<file path="src/rtl/xalu_ise_arb_if.sv">
// Requester-side channel of the shared ISE arbiter: a valid/ready request
// carrying one ISE op, and a valid/ready response carrying its result.
interface xalu_ise_arb_if;
    logic        req_val;
    logic        req_rdy;
    logic [5:0]  fn;
    logic [6:0]  imm;
    logic [31:0] in1;
    logic [31:0] in2;
    logic        rsp_val;
    logic        rsp_rdy;
    logic [31:0] rsp_out;
    logic        rsp_ok;

    modport master (
        output req_val, fn, imm, in1, in2, rsp_rdy,
        input  req_rdy, rsp_val, rsp_out, rsp_ok
    );

    modport slave (
        input  req_val, fn, imm, in1, in2, rsp_rdy,
        output req_rdy, rsp_val, rsp_out, rsp_ok
    );
endinterface

</file>
<file path="src/rtl/xalu_ise_arb.sv">
// Shares one xalu_ise datapath between two requesters: registers the winning
// request, drives the ISE for one cycle and holds each result until taken.
//
// state     | meaning
// ----------+-------------------------------------------------
// ST_IDLE   | no op outstanding; eligible for a grant
// ST_ISSUED | op sits in the shared issue register, ISE driven
// ST_RESP   | result held in the response register
module xalu_ise_arb #(
    parameter bit RR = 1'b1
) (
    input  logic          ise_clk,
    input  logic          ise_rst,
    xalu_ise_arb_if.slave r0,
    xalu_ise_arb_if.slave r1,
    output logic [5:0]    ise_fn,
    output logic [6:0]    ise_imm,
    output logic [31:0]   ise_in1,
    output logic [31:0]   ise_in2,
    output logic          ise_val,
    input  logic          ise_oval,
    input  logic [31:0]   ise_out
);

    typedef enum logic [1:0] {
        ST_IDLE   = 2'd0,
        ST_ISSUED = 2'd1,
        ST_RESP   = 2'd2
    } st_t;

    st_t         st_q [2];
    st_t         st_d [2];
    logic [1:0]  rsp_rdy;
    logic [1:0]  elig;
    logic [1:0]  grant;
    logic        accept;
    logic        last_q;

    logic        iv_q;
    logic        own_q;
    logic [5:0]  fn_q;
    logic [6:0]  imm_q;
    logic [31:0] in1_q;
    logic [31:0] in2_q;

    logic [31:0] rsp_out_q [2];
    logic        rsp_ok_q  [2];

    assign rsp_rdy = {r1.rsp_rdy, r0.rsp_rdy};
    assign elig[0] = r0.req_val && (st_q[0] == ST_IDLE);
    assign elig[1] = r1.req_val && (st_q[1] == ST_IDLE);
    assign accept  = |grant;

    // On a tie, round-robin favours whoever was not granted last.
    always_comb begin
        grant = elig;
        if (elig == 2'b11) begin
            grant = (RR && !last_q) ? 2'b10 : 2'b01;
        end
    end

    always_comb begin
        for (int k = 0; k < 2; k++) begin
            st_d[k] = st_q[k];
            case (st_q[k])
                ST_IDLE:   if (grant[k])   st_d[k] = ST_ISSUED;
                ST_ISSUED:                 st_d[k] = ST_RESP;
                ST_RESP:   if (rsp_rdy[k]) st_d[k] = ST_IDLE;
                default:                   st_d[k] = ST_IDLE;
            endcase
        end
    end

    always_ff @(posedge ise_clk or posedge ise_rst) begin
        if (ise_rst) begin
            for (int k = 0; k < 2; k++) begin
                st_q[k] <= ST_IDLE;
            end
        end else begin
            for (int k = 0; k < 2; k++) begin
                st_q[k] <= st_d[k];
            end
        end
    end

    always_ff @(posedge ise_clk or posedge ise_rst) begin
        if (ise_rst) begin
            iv_q   <= 1'b0;
            own_q  <= 1'b0;
            fn_q   <= '0;
            imm_q  <= '0;
            in1_q  <= '0;
            in2_q  <= '0;
            last_q <= 1'b1;
        end else begin
            iv_q <= accept;
            if (accept) begin
                own_q  <= grant[1];
                last_q <= grant[1];
                fn_q   <= grant[1] ? r1.fn  : r0.fn;
                imm_q  <= grant[1] ? r1.imm : r0.imm;
                in1_q  <= grant[1] ? r1.in1 : r0.in1;
                in2_q  <= grant[1] ? r1.in2 : r0.in2;
            end
        end
    end

    // The ISE is combinational, so its result is captured on the issue edge.
    always_ff @(posedge ise_clk or posedge ise_rst) begin
        if (ise_rst) begin
            for (int k = 0; k < 2; k++) begin
                rsp_out_q[k] <= '0;
                rsp_ok_q[k]  <= 1'b0;
            end
        end else if (iv_q) begin
            rsp_out_q[own_q] <= ise_out;
            rsp_ok_q[own_q]  <= ise_oval;
        end
    end

    assign ise_val = iv_q;
    assign ise_fn  = iv_q ? fn_q  : '0;
    assign ise_imm = iv_q ? imm_q : '0;
    assign ise_in1 = iv_q ? in1_q : '0;
    assign ise_in2 = iv_q ? in2_q : '0;

    assign r0.req_rdy = grant[0];
    assign r0.rsp_val = (st_q[0] == ST_RESP);
    assign r0.rsp_out = rsp_out_q[0];
    assign r0.rsp_ok  = rsp_ok_q[0];

    assign r1.req_rdy = grant[1];
    assign r1.rsp_val = (st_q[1] == ST_RESP);
    assign r1.rsp_out = rsp_out_q[1];
    assign r1.rsp_ok  = rsp_ok_q[1];

endmodule

</file>
<file path="src/flat_wrapper.sv">
// flat-port wrapper written by rule: the top's interface ports become plain ports
module xalu_ise_arb_flat 
#(
    parameter bit RR = 1'b1
)
  (ise_clk, ise_rst, ise_fn, ise_imm, ise_in1, ise_in2, ise_val, ise_oval, ise_out, r0_req_val, r0_fn, r0_imm, r0_in1, r0_in2, r0_rsp_rdy, r0_req_rdy, r0_rsp_val, r0_rsp_out, r0_rsp_ok, r1_req_val, r1_fn, r1_imm, r1_in1, r1_in2, r1_rsp_rdy, r1_req_rdy, r1_rsp_val, r1_rsp_out, r1_rsp_ok);
  xalu_ise_arb_if r0_i ();
  xalu_ise_arb_if r1_i ();
  input  logic ise_clk;
  input  logic ise_rst;
  output logic [5:0] ise_fn;
  output logic [6:0] ise_imm;
  output logic [31:0] ise_in1;
  output logic [31:0] ise_in2;
  output logic ise_val;
  input  logic ise_oval;
  input  logic [31:0] ise_out;
  input wire logic [$bits(r0_i.req_val)-1:0] r0_req_val;
  input wire logic [$bits(r0_i.fn)-1:0] r0_fn;
  input wire logic [$bits(r0_i.imm)-1:0] r0_imm;
  input wire logic [$bits(r0_i.in1)-1:0] r0_in1;
  input wire logic [$bits(r0_i.in2)-1:0] r0_in2;
  input wire logic [$bits(r0_i.rsp_rdy)-1:0] r0_rsp_rdy;
  output wire logic [$bits(r0_i.req_rdy)-1:0] r0_req_rdy;
  output wire logic [$bits(r0_i.rsp_val)-1:0] r0_rsp_val;
  output wire logic [$bits(r0_i.rsp_out)-1:0] r0_rsp_out;
  output wire logic [$bits(r0_i.rsp_ok)-1:0] r0_rsp_ok;
  input wire logic [$bits(r1_i.req_val)-1:0] r1_req_val;
  input wire logic [$bits(r1_i.fn)-1:0] r1_fn;
  input wire logic [$bits(r1_i.imm)-1:0] r1_imm;
  input wire logic [$bits(r1_i.in1)-1:0] r1_in1;
  input wire logic [$bits(r1_i.in2)-1:0] r1_in2;
  input wire logic [$bits(r1_i.rsp_rdy)-1:0] r1_rsp_rdy;
  output wire logic [$bits(r1_i.req_rdy)-1:0] r1_req_rdy;
  output wire logic [$bits(r1_i.rsp_val)-1:0] r1_rsp_val;
  output wire logic [$bits(r1_i.rsp_out)-1:0] r1_rsp_out;
  output wire logic [$bits(r1_i.rsp_ok)-1:0] r1_rsp_ok;
  assign r0_i.req_val = r0_req_val;
  assign r0_i.fn = r0_fn;
  assign r0_i.imm = r0_imm;
  assign r0_i.in1 = r0_in1;
  assign r0_i.in2 = r0_in2;
  assign r0_i.rsp_rdy = r0_rsp_rdy;
  assign r0_req_rdy = r0_i.req_rdy;
  assign r0_rsp_val = r0_i.rsp_val;
  assign r0_rsp_out = r0_i.rsp_out;
  assign r0_rsp_ok = r0_i.rsp_ok;
  assign r1_i.req_val = r1_req_val;
  assign r1_i.fn = r1_fn;
  assign r1_i.imm = r1_imm;
  assign r1_i.in1 = r1_in1;
  assign r1_i.in2 = r1_in2;
  assign r1_i.rsp_rdy = r1_rsp_rdy;
  assign r1_req_rdy = r1_i.req_rdy;
  assign r1_rsp_val = r1_i.rsp_val;
  assign r1_rsp_out = r1_i.rsp_out;
  assign r1_rsp_ok = r1_i.rsp_ok;
  xalu_ise_arb #(.RR(RR)) u_core (.ise_clk(ise_clk), .ise_rst(ise_rst), .r0(r0_i), .r1(r1_i), .ise_fn(ise_fn), .ise_imm(ise_imm), .ise_in1(ise_in1), .ise_in2(ise_in2), .ise_val(ise_val), .ise_oval(ise_oval), .ise_out(ise_out));
endmodule
</file>
<file path="config.mk">
export PLATFORM = sky130hd
export DESIGN_NAME = xalu_ise_arb_flat
export DESIGN_NICKNAME = d
export VERILOG_FILES = /design/src/rtl/xalu_ise_arb_if.sv /design/src/rtl/xalu_ise_arb.sv /design/src/flat_wrapper.sv
export SDC_FILE = /design/constraint.sdc
export NUM_CORES = 1
export LEC_CHECK = 0
export BUFFER_PORTS_ARGS = -buffer_cell sky130_fd_sc_hd__clkbuf_2
export CORE_MARGIN = 1
export CORE_UTILIZATION = 40
export DETAILED_ROUTE_END_ITERATION = 10
export PLACE_DENSITY = 0.76
export SETUP_SLACK_MARGIN = 0.4
export SLEW_MARGIN = 0
export SYNTH_ARGS = -nofsm -noshare
export SYNTH_HDL_FRONTEND = slang
export SYNTH_SLANG_ARGS = --single-unit
</file>
<file path="constraint.sdc">
create_clock -name ise_clk -period 15.6 [get_ports ise_clk]
set_input_delay 3.12 -clock ise_clk [delete_from_list [all_inputs] [get_ports ise_clk]]
set_output_delay 3.12 -clock ise_clk [all_outputs]
set_load 0.02 [all_outputs]
</file>
==> results.py, run 1 <==
metrics = {
    "logic_synthesis": {
        "ys_seq_area_frac": 0.553,
        "ys_ff_latch": 150,
        "synth_warnings": 0,
        "avgSynthCellArea_um2": 13.0,
        "synthCells": 520,
        "synth_fp_nets": 713,
        "ys_types": 25,
        "synth.cell_area_um2": 6790,
    },
    "cells_and_area": {
        "final_util": 0.553,
        "layout_common_cells": "340 x clkbuf_2, 148 x dfrtp_1, 77 x or3_1, 77 x and2_1, 66 x mux2_2",
        "num_antenna_cells": 0,
        "drive_gt1_frac": 0.549,
        "finalNetCount": 1031,
        "final-instance-count-excl-fill": 1071,
        "final_common_cell": "clkbuf_2",
        "areaGrowthSynthToFinish_pct": 35.1,
        "finish.instance_area_um2": 9170,
    },
    "timing": {
        "setup_viol": 0,
        "setup_ws_ps": 8170,
        "fin_setup_tns_ps": 0,
        "min_period_ps": 7430,
        "finalHoldViolations": 0,
        "timing.slew.headroom": 0.208,
        "skew_ps": 9.37,
        "post-route-period-util": 0.477,
        "hold_slack_ps": 506,
        "fmax_ghz": 0.135,
        "rsz0062_at_grt": "false",
        "drv_slew": 0,
        "worst_slew_pin_slew_ps": 1190,
    },
    "setup_path": {
        "critPathCaptureType": "output port",
        "path_cells": "clkbuf_2 -> nor3b_4 -> buf_4 -> nand2b_2 -> inv_1 -> clkbuf_2",
        "worst_ep_required_time_ps": 12480,
        "worst-r2r-cell-count": 3,
        "crit_path_frequent_cell": "clkbuf_2",
        "cpMaxStageDelayCell": "buf_4",
        "cp-start-kind": "input pin",
        "cp.arrival_ps": 4310,
        "cp_num_cells": 6,
        "crit_type": "in -> out",
        "cp_max_fo": 79,
        "critPathBufInv": 4,
        "slowest_delay_ps": 550,
        "cp_top_family": "buffers and inverters",
    },
    "floorplanning": {
        "ios": 341,
        "die_w_um": 132,
        "start_util": 0.409,
        "die_h_um": 132,
        "dieArea_um2": 17500,
        "rows": 47,
        "core_area_um2": 16600,
    },
    "power": {
        "leakage_nw": 4.37,
        "switching_share": 0.411,
        "p_clk_frac": 0.194,
        "p_seq_frac": 0.325,
        "p_comb_frac": 0.481,
        "p_int_mw": 1.29,
        "switchingPower_mw": 0.900,
        "fin_total_pwr_mw": 2.19,
        "powerDensity_nw_per_um2": 239,
        "vdd_drop_max_mv": 0.127,
    },
    "clock_network": {
        "clockBufferDepth": 2,
        "cts_resized": 0,
        "htree_num_levels": 4,
        "numCtsBuffers": 17,
        "cts.sinks": 150,
        "worstSkewPairLatency_ps": 420,
        "cts-root-buf": "clkbuf_16",
        "cts_hold_buf": 0,
        "clk_pin_slew_ps": 60,
        "cts_tree": "yes",
        "post_cts_buffers": 0,
    },
    "outcome": {
        "outcome": "finished, final reports clean",
    },
    "global_route": {
        "grt_max_degree": 81,
        "grt_pass1_wl_um": 30200,
        "grt-ovfl-total": 0,
        "track_usage": 0.223,
        "grt_pass1_vias": 5595,
        "antenna_found_initial": 0,
    },
    "place": {
        "pre_cts_slack_ps": 8160,
        "place.gp.congestion": 0.805,
        "hpwl_um": 12900,
        "place_area_um2": 8560,
        "io_buffers": 340,
        "place_inst": 1039,
    },
    "route": {
        "via_count": 5557,
        "drt_wl_total_um": 19200,
        "first_pass_iters": 4,
        "drt_iter0_markers": 256,
        "ant_nets": 0,
        "via_per_inst": 5.19,
        "drc": 0,
        "wl_per_cell_um": 17.9,
    },
    "flow_run": {
        "drv_cap": 0,
    },
    "hold_path": {
        "hold_path_class": "reg -> reg",
        "worstHoldPathCells": 1,
    },
}
power by group through the flow:
stage	Sequential, mW	Clock (mW)	Combinational, mW
detailed placement	0.714	0	1.06
global placement	0.704	0	1.05
finish	0.710	0.425	1.05
CTS	0.710	0.432	1.06
floorplan	0.778	0	0.662
global route	0.738	0.450	1.13
Yosys cell counts:
master      n  area (um2)
o221a_2    12         135
or3b_4      1        11.3
dfrtp_1   149        3730
mux2_2     66         743
o221a_1    65         732
buf_2       6        30.0
or3_1      77         482
nor2b_1     2        12.5
a21o_1      1        7.51
dfstp_2     1        26.3
nor3b_2     2        25.0
o21ai_4     1        16.3
nand2_1     3        11.3
nand2b_1    3        18.8
o21a_1      1        7.51
buf_1       3        11.3
mux2i_1     2        20.0
nor2_1      2        7.51
buf_8       8         120
buf_4       1        7.51
clkbuf_1   30         113
and2_1     77         482
inv_1       5        18.8
and2b_2     1        8.76
nor4bb_1    1        10.0
path summary, 6_finish.rpt:
path,to,start,slack (ps)
hold reg to reg,u_core.r1.rsp_out[5],u_core.r1.rsp_out[5],510
min in group asynchronous,u_core.r1.rsp_out[5],ise_rst,2810
setup reg to reg,u_core.r0.rsp_out[16],u_core.ise_val,13200
max in group asynchronous,u_core.r1.rsp_out[31],ise_rst,11340
setup / recovery,r1_req_rdy,r1_req_val,8170
hold / removal,u_core.r1.rsp_out[5],u_core.r1.rsp_out[5],510
registers in the layout (all words and copies together), names as in the netlist, 4 cells and up:
register           cells
u_core.r1.rsp_out     32
u_core.r0.rsp_out     32
u_core.in1_q          32
u_core.fn_q            6
u_core.in2_q          32
u_core.imm_q           7
u_core.st_q            4
cells by family (layout without fill, tap and decap cells):
logic type             Yosys count  count (layout)  synth area share
multiplexers                    68              68             0.112
AO/OA/AOI/OAI                   80              80             0.132
flip-flops                     150             150             0.553
buffers and inverters           53             384            0.0443
AND/OR/NAND/NOR                169             169             0.157
area by class of cell:
cell class	instances	area (um2)
clock buffers	17	425
flip-flops and latches	150	3760
fillers	1399	7410
multi-input cells	317	2750
clock inverters	15	186
inverters	5	23.8
repair buffers	347	1750
well taps	220	275
per-layer routing:
layer,share of wire,wire length [um],global-route usage
met3,0.059,1140,0.0531
met4,0.021,405,0.0856
met2,0.50,9600,0.378
met5,0,0,0
met1,0.42,8070,0.277
No activity file was read; power rests on OpenSTA's default activity.
==> inputs of run 2 (changes only) <==
- ABC_AREA: default -> 1
- PLACE_DENSITY: 0.76 -> 0.77
- clock period: 15.6 -> 6.1 ns (I/O delays scaled with it)
==> run 2 against run 1 <==
  * Synthesized area rose by 8.4%
  * Global-route usage fell by 0.23 points
  * Design area rose by 5.5%
  * Sequential power rose to 2.6 times the previous value
  * Flip-flop and latch count did not move
  * Critical path depth did not move
  * Clock-buffer cell count rose by 1
  * Routed wire length rose by 11%
==> results.py, run 2 <==
metrics = {
    "setup_path": {
        "critPathCaptureType": "output port",
        "cp.arrival_ps": 2480,
        "r2r_setup_slack_ps": 3460,
        "crit_type": "in -> out",
        "rr_endpoint": "u_core.r0.rsp_out[21]",
        "cp-start-kind": "input pin",
        "worst-r2r-cell-count": 3,
        "worst_ep_required_time_ps": 4880,
        "cp_max_fo": 44,
        "r2r_start": "u_core.ise_val",
    },
    "clock_network": {
        "worstSkewPairLatency_ps": 420,
        "post_cts_buffers": 0,
        "clockBufferDepth": 2,
        "htree_num_levels": 4,
        "numCtsBuffers": 17,
        "cts_hold_buf": 0,
        "cts-root-buf": "clkbuf_16",
        "clk_pin_slew_ps": 70,
        "cts_resized": 0,
        "cts.sinks": 150,
        "cts_tree": "yes",
    },
    "cells_and_area": {
        "areaGrowthSynthToFinish_pct": 31.5,
        "drive_gt1_frac": 0.304,
        "layout_common_cells": "340 x clkbuf_2, 318 x nand2_1, 205 x nand3_1",
        "num_antenna_cells": 0,
        "final_common_cell": "clkbuf_2",
        "final_util": 0.537,
        "finalNetCount": 1479,
        "final-instance-count-excl-fill": 1528,
    },
    "timing": {
        "setup_viol": 0,
        "rsz0062_at_grt": "false",
        "skew_ps": 12.2,
        "min_period_ps": 3700,
        "fmax_ghz": 0.270,
        "post-route-period-util": 0.606,
        "hold_slack_ps": 488,
        "drv_slew": 0,
        "finalHoldViolations": 0,
        "setup_ws_ps": 2400,
        "fin_setup_tns_ps": 0,
        "worst_slew_pin_slew_ps": 1030,
        "timing.slew.headroom": 0.310,
    },
    "logic_synthesis": {
        "yosysMostFrequentCell": "nand2_1",
        "avgSynthCellArea_um2": 7.47,
        "synth_warnings": 0,
        "synth-edff-count": 0,
        "ys_ff_latch": 150,
        "synthFlopType": "dfrtp_1",
        "ys_seq_area_frac": 0.510,
        "synth_top_area_share": 0.507,
        "synthCells": 985,
        "synth_fp_nets": 1178,
        "synth_top_cell_by_area": "dfrtp_1",
        "ys_top_cells_by_count": "322 x nand2_1, 205 x nand3_1, 157 x inv_1, 149 x dfrtp_1, 68 x o21ai_0",
        "synthTopCellsByArea": "dfrtp_1 51%, nand2_1 16%, nand3_1 14%",
        "ys_types": 18,
        "synthArstFlopShare": 1.00,
        "synth.cell_area_um2": 7360,
    },
    "route": {
        "drt_wl_total_um": 21300,
        "drt_iter0_markers": 502,
        "first_pass_iters": 5,
        "via_count": 7426,
        "via_per_inst": 4.86,
        "ant_nets": 0,
        "drc": 0,
        "wl_per_cell_um": 14.0,
    },
    "place": {
        "place.gp.congestion": 0.821,
        "io_buffers": 340,
        "place_inst": 1496,
        "hpwl_um": 14800,
        "pre_cts_slack_ps": 2390,
    },
    "global_route": {
        "antenna_found_initial": 0,
        "grt_max_degree": 98,
        "grt-ovfl-total": 0,
        "grt_pass1_vias": 6763,
        "track_usage": 0.221,
        "grt_pass1_wl_um": 32400,
    },
    "hold_path": {
        "holdPathEnd": "u_core.r1.rsp_out[16]",
        "worstHoldPathCells": 2,
        "worstHoldStart": "u_core.r1.rsp_out[16]",
        "hold_path_class": "reg -> reg",
    },
    "outcome": {
        "outcome": "finished, final reports clean",
    },
    "floorplanning": {
        "die_w_um": 138,
        "ios": 341,
        "rows": 49,
        "core_area_um2": 18000,
        "dieArea_um2": 18900,
        "start_util": 0.408,
        "die_h_um": 138,
    },
    "flow_run": {
        "drv_cap": 0,
    },
    "power": {
        "powerDensity_nw_per_um2": 546,
        "leakage_nw": 6.13,
        "vdd_drop_max_mv": 0.270,
    },
}
==> run 2: changes by cell type after synthesis, sizes merged, moves of 11 or more <==
cell   delta
inv     +153
or3      -77
nand3   +207
mux2     -66
nor2     +11
o21ai    +67
o221a    -77
and2     -77
buf      +23
nand2   +320
==> run 2: cell type report <==
type                    count  area (um2)
clock buffers              18         439
inverters                 158         598
well taps                 229         287
clock inverters            14         138
flip-flops and latches    150        3760
multi-input cells         611        2700
repair buffers            348        1760
fillers                  1739        8350
==> run 2: worst max path at each step <==
stage,slack (ps),from,to
6_report,2400,r1_req_val,r0_req_rdy
3_3_place_gp,2390,r1_req_val,r0_req_rdy
3_5_place_dp,2390,r1_req_val,r0_req_rdy
4_1_cts,2380,r1_req_val,r0_req_rdy
5_1_grt,2310,r1_req_val,r0_req_rdy
2_1_floorplan,850,ise_rst,u_core.fn_q[0]
==> run 2: cell families after synthesis <==
kind of cell,Yosys count,share of synthesized area
DFF,150,0.510
buffers and inverters,224,0.124
AOI/OAI and AO/OA,68,0.0463
and+or+nand+nor,543,0.319
==> run 2: stage by stage <==
| step | total power, mW | instance area [um2] |
|---|---|---|
| 4_1_cts | 5.34 | 9680 |
| 3_5_place_dp | 4.29 | 9100 |
| 5_1_grt | 5.72 | 9680 |
| 2_1_floorplan | 3.48 | 7360 |
| 3_3_place_gp | 4.23 | 9100 |
| 6_report | 5.29 | 9680 |
==> run 2: report_power, final <==
part	internal (mW)	total (mW)	switching, mW
registers	1.49	1.82	0.329
logic	0.777	2.44	1.67
clock network	0.584	1.03	0.443
==> run 2: layer usage <==
metal | vias up | track usage | wire length (um)
li1 | 3642 | - | -
met1 | 3394 | 0.278 | 9120
met2 | 345 | 0.363 | 10000
met3 | 45 | 0.0467 | 1710
met4 | 0 | 0.0989 | 473
met5 | - | 0 | 0
==> run 2: critical path, cell delays in order <==
cell and delay, ps:
clkbuf_2 110, nand3_2 70, buf_4 410, nand2_4 350
inv_1 120, clkbuf_2 170
